## config.mk

```make
export PLATFORM = sky130hd
export DESIGN_NAME = interrupt_source_controller_flat
export DESIGN_NICKNAME = d
export VERILOG_FILES = /design/src/rtl/interrupt_source_controller_if.sv /design/src/rtl/interrupt_source_controller.sv /design/src/flat_wrapper.sv
export SDC_FILE = /design/constraint.sdc
export NUM_CORES = 1
export LEC_CHECK = 0
export BUFFER_PORTS_ARGS = -buffer_cell sky130_fd_sc_hd__buf_2
export CAP_MARGIN = 20
export CELL_PAD_IN_SITES_DETAIL_PLACEMENT = 1
export CELL_PAD_IN_SITES_GLOBAL_PLACEMENT = 2
export CORE_AREA = 2 2 83 92
export CTS_CLUSTER_DIAMETER = 30
export DETAILED_ROUTE_END_ITERATION = 12
export DIE_AREA = 0 0 85 94
export PLACE_DENSITY = 0.83
export SYNTH_ARGS = -nofsm -noshare
export SYNTH_HDL_FRONTEND = slang
export SYNTH_SLANG_ARGS = --single-unit
```

## constraint.sdc

```tcl
create_clock -name clock -period 1.65 [get_ports clock]
set_clock_uncertainty 0.05 [all_clocks]
set_input_delay 0.0825 -clock clock [delete_from_list [all_inputs] [get_ports clock]]
set_output_delay 0.0825 -clock clock [all_outputs]
set_load 0.02 [all_outputs]
```

## src/rtl/interrupt_source_controller_if.sv

```systemverilog
// Bus bundle between the interrupt source controller and its peripheral/core side.
// Carries requests, config writes, ack/EOI pulses and the registered request outputs.
interface interrupt_source_controller_if #(
    parameter int NUM_SRC = 8,
    parameter int ID_W    = 3
);
    logic [NUM_SRC-1:0] IntReq;
    logic               CfgWrite;
    logic [1:0]         CfgAddr;
    logic [NUM_SRC-1:0] CfgData;
    logic               FiqAck;
    logic               IrqAck;
    logic               FiqEoi;
    logic               IrqEoi;
    logic               Fiq;
    logic               Irq;
    logic [ID_W-1:0]    FiqId;
    logic [ID_W-1:0]    IrqId;
    logic [NUM_SRC-1:0] Pending;

    modport master (
        output IntReq, CfgWrite, CfgAddr, CfgData,
        output FiqAck, IrqAck, FiqEoi, IrqEoi,
        input  Fiq, Irq, FiqId, IrqId, Pending
    );

    modport slave (
        input  IntReq, CfgWrite, CfgAddr, CfgData,
        input  FiqAck, IrqAck, FiqEoi, IrqEoi,
        output Fiq, Irq, FiqId, IrqId, Pending
    );
endinterface

```

## src/rtl/interrupt_source_controller.sv

```systemverilog
// Interrupt source controller: latches peripheral requests, routes them to FIQ/IRQ,
// and runs an IDLE/ASSERT/ACTIVE handshake per channel with lowest-index priority.
// Ports: clock, reset (async active-low), bus (slave): IntReq, Cfg*, *Ack, *Eoi in;
//        Fiq, Irq, FiqId, IrqId, Pending out (all registered).
module interrupt_source_controller #(
    parameter int NUM_SRC = 8,
    parameter int ID_W    = 3
) (
    input  logic clock,
    input  logic reset,
    interrupt_source_controller_if.slave bus
);
    typedef enum logic [1:0] {
        ST_IDLE,
        ST_ASSERT,
        ST_ACTIVE
    } state_t;

    // Channel index 0 is FIQ, 1 is IRQ.
    logic [NUM_SRC-1:0] r_enable;
    logic [NUM_SRC-1:0] r_fiq_sel;
    logic [NUM_SRC-1:0] r_edge_mode;
    logic [NUM_SRC-1:0] r_pending;
    logic [NUM_SRC-1:0] r_prev;

    state_t          r_state     [2];
    state_t          w_state_nxt [2];
    logic [1:0]      r_req;
    logic [1:0]      w_req_nxt;
    logic [ID_W-1:0] r_id        [2];
    logic [ID_W-1:0] w_id_nxt    [2];

    logic [NUM_SRC-1:0] w_cand [2];
    logic [1:0]         w_ack;
    logic [1:0]         w_eoi;
    logic [NUM_SRC-1:0] w_set;
    logic [NUM_SRC-1:0] w_clr;
    logic [NUM_SRC-1:0] w_pending_nxt;

    function automatic logic [ID_W-1:0] f_win(input logic [NUM_SRC-1:0] v);
        f_win = '0;
        for (int i = NUM_SRC - 1; i >= 0; i--) begin
            if (v[i]) f_win = ID_W'(i);
        end
    endfunction

    assign w_ack     = {bus.IrqAck, bus.FiqAck};
    assign w_eoi     = {bus.IrqEoi, bus.FiqEoi};
    assign w_cand[0] = r_pending & r_fiq_sel;
    assign w_cand[1] = r_pending & ~r_fiq_sel;

    // Only the source presented in the ack cycle is cleared, and only if edge-mode.
    always_comb begin
        w_clr = '0;
        for (int c = 0; c < 2; c++) begin
            if (r_state[c] == ST_ASSERT && w_ack[c]) begin
                w_clr[r_id[c]] = 1'b1;
            end
        end
    end

    // Edge set beats a simultaneous ack clear.
    assign w_set = bus.IntReq & ~r_prev & r_enable;
    assign w_pending_nxt =
        (r_edge_mode & (w_set | (r_pending & ~w_clr))) |
        (~r_edge_mode & bus.IntReq & r_enable);

    always_comb begin
        for (int c = 0; c < 2; c++) begin
            w_state_nxt[c] = r_state[c];
            w_req_nxt[c]   = r_req[c];
            w_id_nxt[c]    = r_id[c];
            unique case (r_state[c])
                ST_IDLE: begin
                    if (|w_cand[c]) begin
                        w_state_nxt[c] = ST_ASSERT;
                        w_req_nxt[c]   = 1'b1;
                        w_id_nxt[c]    = f_win(w_cand[c]);
                    end
                end
                ST_ASSERT: begin
                    if (w_ack[c]) begin
                        // ID freezes at the value the core saw.
                        w_state_nxt[c] = ST_ACTIVE;
                        w_req_nxt[c]   = 1'b0;
                    end else if (!(|w_cand[c])) begin
                        w_state_nxt[c] = ST_IDLE;
                        w_req_nxt[c]   = 1'b0;
                    end else begin
                        w_id_nxt[c] = f_win(w_cand[c]);
                    end
                end
                ST_ACTIVE: begin
                    if (w_eoi[c]) begin
                        w_state_nxt[c] = ST_IDLE;
                    end
                end
                default: begin
                    w_state_nxt[c] = ST_IDLE;
                    w_req_nxt[c]   = 1'b0;
                end
            endcase
        end
    end

    always_ff @(posedge clock or negedge reset) begin
        if (!reset) begin
            r_enable    <= '0;
            r_fiq_sel   <= '0;
            r_edge_mode <= '0;
        end else if (bus.CfgWrite) begin
            case (bus.CfgAddr)
                2'd0:    r_enable    <= bus.CfgData;
                2'd1:    r_fiq_sel   <= bus.CfgData;
                2'd2:    r_edge_mode <= bus.CfgData;
                default: ;
            endcase
        end
    end

    always_ff @(posedge clock or negedge reset) begin
        if (!reset) begin
            r_pending <= '0;
            r_prev    <= '0;
        end else begin
            r_pending <= w_pending_nxt;
            r_prev    <= bus.IntReq;
        end
    end

    always_ff @(posedge clock or negedge reset) begin
        if (!reset) begin
            r_req <= '0;
            for (int c = 0; c < 2; c++) begin
                r_state[c] <= ST_IDLE;
                r_id[c]    <= '0;
            end
        end else begin
            r_req <= w_req_nxt;
            for (int c = 0; c < 2; c++) begin
                r_state[c] <= w_state_nxt[c];
                r_id[c]    <= w_id_nxt[c];
            end
        end
    end

    assign bus.Fiq     = r_req[0];
    assign bus.Irq     = r_req[1];
    assign bus.FiqId   = r_id[0];
    assign bus.IrqId   = r_id[1];
    assign bus.Pending = r_pending;

endmodule

```

## src/flat_wrapper.sv

```systemverilog
// flat-port wrapper written by rule: the top's interface ports become plain ports
module interrupt_source_controller_flat 
#(
    parameter int NUM_SRC = 8,
    parameter int ID_W    = 3
)
  (clock, reset, bus_IntReq, bus_CfgWrite, bus_CfgAddr, bus_CfgData, bus_FiqAck, bus_IrqAck, bus_FiqEoi, bus_IrqEoi, bus_Fiq, bus_Irq, bus_FiqId, bus_IrqId, bus_Pending);
  interrupt_source_controller_if #(.NUM_SRC(NUM_SRC), .ID_W(ID_W)) bus_i ();
  input  logic clock;
  input  logic reset;
  input wire logic [$bits(bus_i.IntReq)-1:0] bus_IntReq;
  input wire logic [$bits(bus_i.CfgWrite)-1:0] bus_CfgWrite;
  input wire logic [$bits(bus_i.CfgAddr)-1:0] bus_CfgAddr;
  input wire logic [$bits(bus_i.CfgData)-1:0] bus_CfgData;
  input wire logic [$bits(bus_i.FiqAck)-1:0] bus_FiqAck;
  input wire logic [$bits(bus_i.IrqAck)-1:0] bus_IrqAck;
  input wire logic [$bits(bus_i.FiqEoi)-1:0] bus_FiqEoi;
  input wire logic [$bits(bus_i.IrqEoi)-1:0] bus_IrqEoi;
  output wire logic [$bits(bus_i.Fiq)-1:0] bus_Fiq;
  output wire logic [$bits(bus_i.Irq)-1:0] bus_Irq;
  output wire logic [$bits(bus_i.FiqId)-1:0] bus_FiqId;
  output wire logic [$bits(bus_i.IrqId)-1:0] bus_IrqId;
  output wire logic [$bits(bus_i.Pending)-1:0] bus_Pending;
  assign bus_i.IntReq = bus_IntReq;
  assign bus_i.CfgWrite = bus_CfgWrite;
  assign bus_i.CfgAddr = bus_CfgAddr;
  assign bus_i.CfgData = bus_CfgData;
  assign bus_i.FiqAck = bus_FiqAck;
  assign bus_i.IrqAck = bus_IrqAck;
  assign bus_i.FiqEoi = bus_FiqEoi;
  assign bus_i.IrqEoi = bus_IrqEoi;
  assign bus_Fiq = bus_i.Fiq;
  assign bus_Irq = bus_i.Irq;
  assign bus_FiqId = bus_i.FiqId;
  assign bus_IrqId = bus_i.IrqId;
  assign bus_Pending = bus_i.Pending;
  interrupt_source_controller #(.NUM_SRC(NUM_SRC), .ID_W(ID_W)) u_core (.clock(clock), .reset(reset), .bus(bus_i));
endmodule
```

=== Word-level counts from Yosys, hierarchy flattened ===
Index checks and enable logic that the tools add are counted.
Widths: inputs -> output; s select.

* $lt $le $gt $ge: 4
* Equal/unequal tests: 14
* Muxes and demuxes: 46
* Bitwise logic cells: 17
* Reductions and logical operators: 20

{| class="wikitable"
|+ Operator list
! kind !! number
|-
| $and 8x8->8 || 8
|-
| $mux 3 || 20
|-
| $not 8->8 || 4
|-
| $or 8x8->8 || 3
|-
| $mux 2 || 8
|-
| $mux 8 || 2
|-
| $reduce_or 8->1 || 2
|-
| $pmux 2 s3 || 2
|-
| $pmux 3 s2 || 2
|-
| $reduce_and 3->1 || 4
|-
| $reduce_and 2->1 || 5
|-
| $lt 3x4->1 const B || 2
|-
| $mux 1 || 8
|-
| $ne 2x2->1 const B || 4
|-
| $demux 1 s3 || 2
|-
| $eq 2x1->1 const B || 3
|-
| $eq 2x2->1 const B || 3
|-
| $ge 3x1->1 const B || 2
|-
| $logic_not 2->1 || 3
|-
| $ne 3x3->1 const B || 2
|-
| $pmux 1 s3 || 2
|-
| $logic_and 1x1->1 || 4
|-
| $ne 2x1->1 const B || 2
|-
| $reduce_bool 2->1 || 2
|-
| $not 1->1 || 2
|}

* Register bits after elaboration: 52
* Output and inout bits: 16
* Logic and storage cells: 112

=== Longest topological paths before layout ===
Gate-level depths: netlist of run 1.

* Depth in word-level cells: 13
* Depth in mapped cells: 4

=== Worst setup path after synthesis of run 1 ===
No wires, ideal clock.

* Kind: flip-flop to flip-flop
* From: reg u_core.r_pending[5], in the netlist u_core.bus.Pending[5]
* To: reg u_core.r_id, in the netlist u_core.bus.IrqId[0]
* Setup time: 125 ps
* Data arrival time: 1,364 ps
* Required time: 1,475 ps
* Setup slack: 111 ps
* Stages on the path, launching flop included: 5
* Buffers on the path: 0
* Period minus slack after synthesis: 1,539 ps
* Cell sequence: dfrtp_1 nor2b_2 nor4b_4 a21oi_2 mux2_4

* Cells in the longest elaborated chain, start to end: 10
* Elaborated cells on any way between the ends: 11
* Those cells by class: mux (9); bitwise (1); reduce/logical (1)

{| class="wikitable"
|+ RTL lines
! element !! line !! text
|-
| start: declaration || interrupt_source_controller.sv:23 || <nowiki>logic [NUM_SRC-1:0] r_pending;</nowiki>
|-
| start signal: assignment || interrupt_source_controller.sv:126 || <nowiki>r_pending <= w_pending_nxt;</nowiki>
|-
| $and 8x8->8 * || interrupt_source_controller.sv:50 || <nowiki>assign w_cand[1] = r_pending & ~r_fiq_sel;</nowiki>
|-
| $mux 3 (6 in series) || interrupt_source_controller.sv:43 || <nowiki>if (v[i]) f_win = ID_W'(i);</nowiki>
|-
| $mux 3 * || interrupt_source_controller.sv:86 || <nowiki>end else if (!(|w_cand[c])) begin</nowiki>
|-
| $mux 3 || interrupt_source_controller.sv:82 || <nowiki>if (w_ack[c]) begin</nowiki>
|-
| $pmux 3 s2 * || interrupt_source_controller.sv:73 || <nowiki>unique case (r_state[c])</nowiki>
|-
| end signal: indexed assignment || interrupt_source_controller.sv:142 || <nowiki>r_id[c] <= w_id_nxt[c];</nowiki>
|-
| end: declaration || interrupt_source_controller.sv:30 || <nowiki>logic [ID_W-1:0] r_id [2];</nowiki>
|}

Every way passes the cells marked *; elsewhere a longest branch is shown, timed or not. The select of a mux whose other input is x is not followed.
A chain may end at the register's enable or synchronous reset.

=== Worst setup path after layout of run 1 ===
Same ends and word-level chain as after synthesis.

==> results.cfg, run 1 <==
[outcome]
status = finished clean

[logic_synthesis]
synth_flop_cell = dfrtp_1
ys_ff_latch = 52
synth_compound_area_share_pct = 13.3
synth_cell_types = 36
synth.top_cell.area_share_pct = 55.6
yosys_warnings = 0
synth.top_cells.by_count = dfrtp_1, mux2_2, nand2_1
yosysTopAreaCell = dfrtp_1
synth-async-reset-ratio_pct = 100
synthAdderAreaFrac_pct = 0
seq_area_frac_synth_pct = 55.6
syn_area_um2 = 2340
synth_top_family_by_area = simple AND/OR/NAND/NOR gates
synth.most_common_cell = dfrtp_1
synthXorXnorAreaFrac_pct = 0
synth_edf_count = 0
syn_inst = 195
syn_nets = 220
synth.avg_cell_area_um2 = 12.0
synth-simple-area-share_pct = 18.4
synth_area_leaders = dfrtp_1, mux2_2, nand2_1, o21ai_0, nand2b_1
synth.mux.area_fraction_pct = 12.2

[die]
die-area_um2 = 7990
fp.dieH_um = 94
start_util_pct = 33.4
row_count = 32
dieWidth_um = 85
core_um2 = 7010
ioPinCount = 41

[critical_path]
crit_required_ns = 1.80
path_class = flop to flop
setup.worst_path.start_class = flop
worst_path_max_delay_cell = dfrtp_1
cp_cell_sequence = nor2b_2 -> nor4b_4 -> a21oi_2 -> mux2_4
endpoint_kind = flop
arrival_ns = 1.73
critPathMaxStageDelay_ns = 0.42
crit_fanout = 5

[grt]
antenna_found_initial = 0
grt_max_degree = 34
grt_pass1_wl_mm = 9.46
overflow = 0
track_usage_pct = 15.2
grt_pass1_vias = 1864

[detailed_routing]
vias_per_cell = 5.08
first_pass_iters = 4
drt-wirelength-per-cell_um = 16.1
totalWireLength_mm = 5.62
ant_nets = 0
dr_total_vias = 1774
drtIter0Drc = 76
drcViolationCount = 0

[clock_tree]
numCtsBuffers = 5
cts_htree_levels = 2
cts.repair.resized = 0
numClockSinks = 52
postCtsSetupBuffers = 0
clockBufferDepth = 2
clkTransAtPathRegs_ns = 0.10
ctsHoldBuffers = 17
cts_root_buf = clkbuf_8
clk_latency_ns = 0.31
cts_tree = built

[power_and_ir_drop]
p_int_mw = 2.65
total_power_mw = 4.25
leakage_nw = 1.32
swShare_pct = 37.7
clockPowerShare_pct = 17.9
ir_drop_mv = 0.581
seq_power_share_pct = 46.2
combPwrFrac_pct = 35.8
power_switching_mw = 1.60
power.density_nw_per_um2 = 1440

[timing]
grt_setup_unrepaired = false
period_share_pct = 95.4
maxSlewHeadroom_pct = 65.0
slew_violations = 0
min_period_ns = 1.57
worst_pin_slew_ns = 0.523
fmax_mhz = 635
setup_tns_ns = 0
finalHoldViolCount = 0
setup_viol_count_final = 0
setup_ws_ns = 0.0759

[cells_and_area]
fill_cells = 786
nNetsFinal = 288
drive_gt1_share_pct = 34.8
diodes = 0
syn2layout_area_growth_pct = 26.2

[place]
dp_slack_ns = 0.110
hpwl_mm = 4.27
port_buffers = 40
globalplace.congestion = 0.887

[worst_hold_path]
min_path_type = input port to flop

[job]
maxCapViolCount = 0
==> final timing paths <==
path,start,to,slack (ns),cells after the start
max,u_core.bus.Pending[5],u_core.bus.IrqId[0],0.08,4
min,bus_IrqEoi,u_core.r_state[1],0.02,3
max reg2reg,u_core.bus.Pending[5],u_core.bus.IrqId[0],0.08,4
min reg2reg,u_core.r_enable[3],u_core.r_enable[3],0.47,1
max in group asynchronous,reset,u_core.r_prev[4],0.78,3
min in group asynchronous,reset,u_core.r_prev[2],0.21,2
==> cell families (layout without fill, tap and decap cells) <==
group,after synthesis,after routing
buffers and inverters,3,72
AND/OR/NAND/NOR,70,70
flip-flops,52,52
multiplexers,25,25
AO/OA/AOI/OAI,45,45
==> cells in the final DEF, fill, tap and decap left out, types with 3 or more instances in the layout <==
cell,n
dfrtp_1,52
o22ai_1,7
nor2b_2,5
buf_4,3
buf_2,40
nand3_1,8
nand2_1,23
a21o_1,3
inv_1,3
nand3b_1,3
a21oi_1,6
o21ai_0,12
mux2_2,24
a22oi_1,3
nor2_1,9
dlygate4sd3_1,17
nand2b_1,9
clkbuf_8,6
==> flip-flops by register name (all words and copies together) (netlist names) <==
name                count
u_core.bus.Pending      8
u_core.bus.IrqId        3
u_core.r_edge_mode      8
u_core.r_fiq_sel        8
u_core.bus.FiqId        3
u_core.r_prev           8
u_core.r_req            2
u_core.r_enable         8
u_core.r_state          4
==> layout make-up <==
type	instances	area (um2)	share of cell area, %
flip-flops and latches	52	1300	44.1
multi-input cells	140	1030	34.8
inverters	3	11.3	0.382
clock inverters	1	7.51	0.254
clock buffers	7	86.3	2.92
repair buffers	61	413	14.0
well taps	85	106	3.60
==> critical path, delay by kind of cell, from the launching register on <==
kind / cells / cell delay, ns
multiplexers: 1 / 0.30
AO/OA/AOI/OAI: 1 / 0.12
flip-flops: 1 / 0.42
AND/OR/NAND/NOR: 2 / 0.58
==> metal layers <==
metal / share of wire (%) / vias up / track usage, %
li1: - / 847 / -
met1: 47 / 881 / 20.3
met2: 47 / 40 / 24.7
met3: 4.3 / 6 / 3.95
met4: 1.0 / 0 / 3.84
met5: 0 / - / 0
==> power groups by stage <==
stage                     Sequential, mW  Clock, mW  Combinational (mW)
after global routing                2.02      0.833                1.68
after CTS                           1.97      0.792                1.54
final                               1.96      0.763                1.52
after global placement              1.98          0                1.46
after floorplan                     2.07          0               0.882
after detailed placement            1.99          0                1.50
==> metrics by stage <==
step | utilization, % | std cells | hold slack [ns] | area (um2)
after floorplan | - | 195 | -0.263 | 2340
after global placement | 38.4 | 324 | 0.0232 | 2690
after detailed placement | 38.4 | 324 | 0.0286 | 2690
after CTS | 42.1 | 349 | 0.0120 | 2950
after global routing | 42.1 | 349 | 0.0296 | 2950
final | 42.1 | 349 | 0.0155 | 2950
Note: power is estimated with default switching activity, not from simulation.
==> run 2, diff against run 1 <==
- PLACE_DENSITY: 0.83 -> not set
- PLACE_DENSITY_LB_ADDON: not set -> 0.05
==> results.cfg, run 2 (synthesis results as in run 1) <==
[outcome]
status = finished clean

[place]
placed_cells = 324
port_buffers = 40
globalplace.congestion = 0.910
hpwl_mm = 4.59

[timing]
maxSlewHeadroom_pct = 64.9
min_period_ns = 1.54
setup_viol_count_final = 0
finalHoldViolCount = 0
slew_violations = 0
grt_setup_unrepaired = false
holdWs_ns = 0.0374
fmax_mhz = 647
worst_pin_slew_ns = 0.525
period_share_pct = 93.6
setup_tns_ns = 0

[detailed_routing]
drcViolationCount = 0
drt-wirelength-per-cell_um = 17.5
top_layer = met4
met2_length_mm = 2.90
ant_nets = 0
dr_total_vias = 1841
first_pass_iters = 4
wl_met3_um = 249
drtIter0Drc = 107
wl_met1_mm = 2.83
totalWireLength_mm = 6.12
vias_per_cell = 5.28

[power_and_ir_drop]
power_switching_mw = 1.64
p_int_mw = 2.76
total_power_mw = 4.40
combPwrFrac_pct = 35.0
clockPowerShare_pct = 19.9
swShare_pct = 37.3
leakage_nw = 1.33
seq_power_share_pct = 45.0
power.density_nw_per_um2 = 1480
ir_drop_mv = 0.577

[critical_path]
crit_required_ns = 1.80
endpoint_kind = flop
path_class = flop to flop
setup.worst_path.start_class = flop
arrival_ns = 1.70
crit_fanout = 5

[die]
dieWidth_um = 85
start_util_pct = 33.4
row_count = 32
core_um2 = 7010
die-area_um2 = 7990
fp.dieH_um = 94
ioPinCount = 41

[cells_and_area]
final_cell_mix = dfrtp_1, buf_2, mux2_2, nand2_1, dlygate4sd3_1
nNetsFinal = 288
final_cells = 349
final_common_cell = dfrtp_1
syn2layout_area_growth_pct = 26.8
drive_gt1_share_pct = 34.8
diodes = 0

[clock_tree]
numCtsBuffers = 5
cts_root_buf = clkbuf_8
cts_htree_levels = 2
numClockSinks = 52
clk_latency_ns = 0.30
clkTransAtPathRegs_ns = 0.09
clockBufferDepth = 2
cts_tree = built
cts.repair.resized = 0

[grt]
grt_pass1_wl_mm = 10.4
track_usage_pct = 16.7
antenna_found_initial = 0
grt_max_degree = 53
overflow = 0
grt_pass1_vias = 1944

[job]
maxCapViolCount = 0

[worst_hold_path]
min_path_type = input port to flop
[run 2: cell types whose count changed in the layout (fill, tap and decap cells not counted), sizes merged]
cell	delta
clkinv	+1
clkbuf	-1
bufinv	+1
clkinvlp	-1
[run 2: per-layer routing]
layer	track usage, %	vias to the layer above
li1	-	853
met1	22.9	927
met2	26.4	48
met3	3.08	13
met4	6.08	0
met5	0	-
[run 2: cell type report]
class,instances,area [um2]
clock buffers,6,72.6
clock inverters,2,35.0
fillers,776,4040
inverters,3,11.3
multi-input cells,140,1030
flip-flops and latches,52,1300
well taps,85,106
repair buffers,61,413
[run 2: critical path: stages (launching register included)]
cell     delay [ns]
dfrtp_1        0.43
nor2b_2        0.20
nor4b_4        0.34
a21oi_2        0.12
mux2_4         0.30
[run 2: power groups by stage]
| stage | clock [mW] | combinational (mW) | sequential (mW) |
|---|---|---|---|
| 3_5_place_dp | 0 | 1.52 | 2.00 |
| 3_3_place_gp | 0 | 1.47 | 1.97 |
| 4_1_cts | 0.907 | 1.55 | 1.98 |
| 2_1_floorplan | 0 | 0.882 | 2.07 |
| 5_1_grt | 0.953 | 1.71 | 2.04 |
| 6_report | 0.876 | 1.54 | 1.98 |
[run 2: what timing repair did]
action	4_1_cts	5_1_grt
hold buffers	17	0
hold endpoints to repair	88	0
setup buffers	0	0
[run 2: per-stage QoR]
step	cell area, um2	setup slack [ns]	util (%)
finish	2970	0.105	42.3
global route	2970	0.0112	42.3
CTS	2970	0.0936	42.3
detailed placement	2690	0.117	38.4
global placement	2690	0.147	38.4
floorplan	2340	0.111	-
[run 2: worst paths after layout]
check / start / to / slack, ns / depth (start not counted)
worst max-delay path: u_core.bus.Pending[5] / u_core.bus.IrqId[0] / 0.11 / 4
worst min-delay path: bus_FiqEoi / u_core.r_state[3] / 0.04 / 3
worst max register to register: u_core.bus.Pending[5] / u_core.bus.IrqId[0] / 0.11 / 4
worst min register to register: u_core.r_enable[5] / u_core.r_enable[5] / 0.48 / 1
max in group asynchronous: reset / u_core.r_req[0] / 1.05 / 3
min in group asynchronous: reset / u_core.r_prev[2] / 0.23 / 3
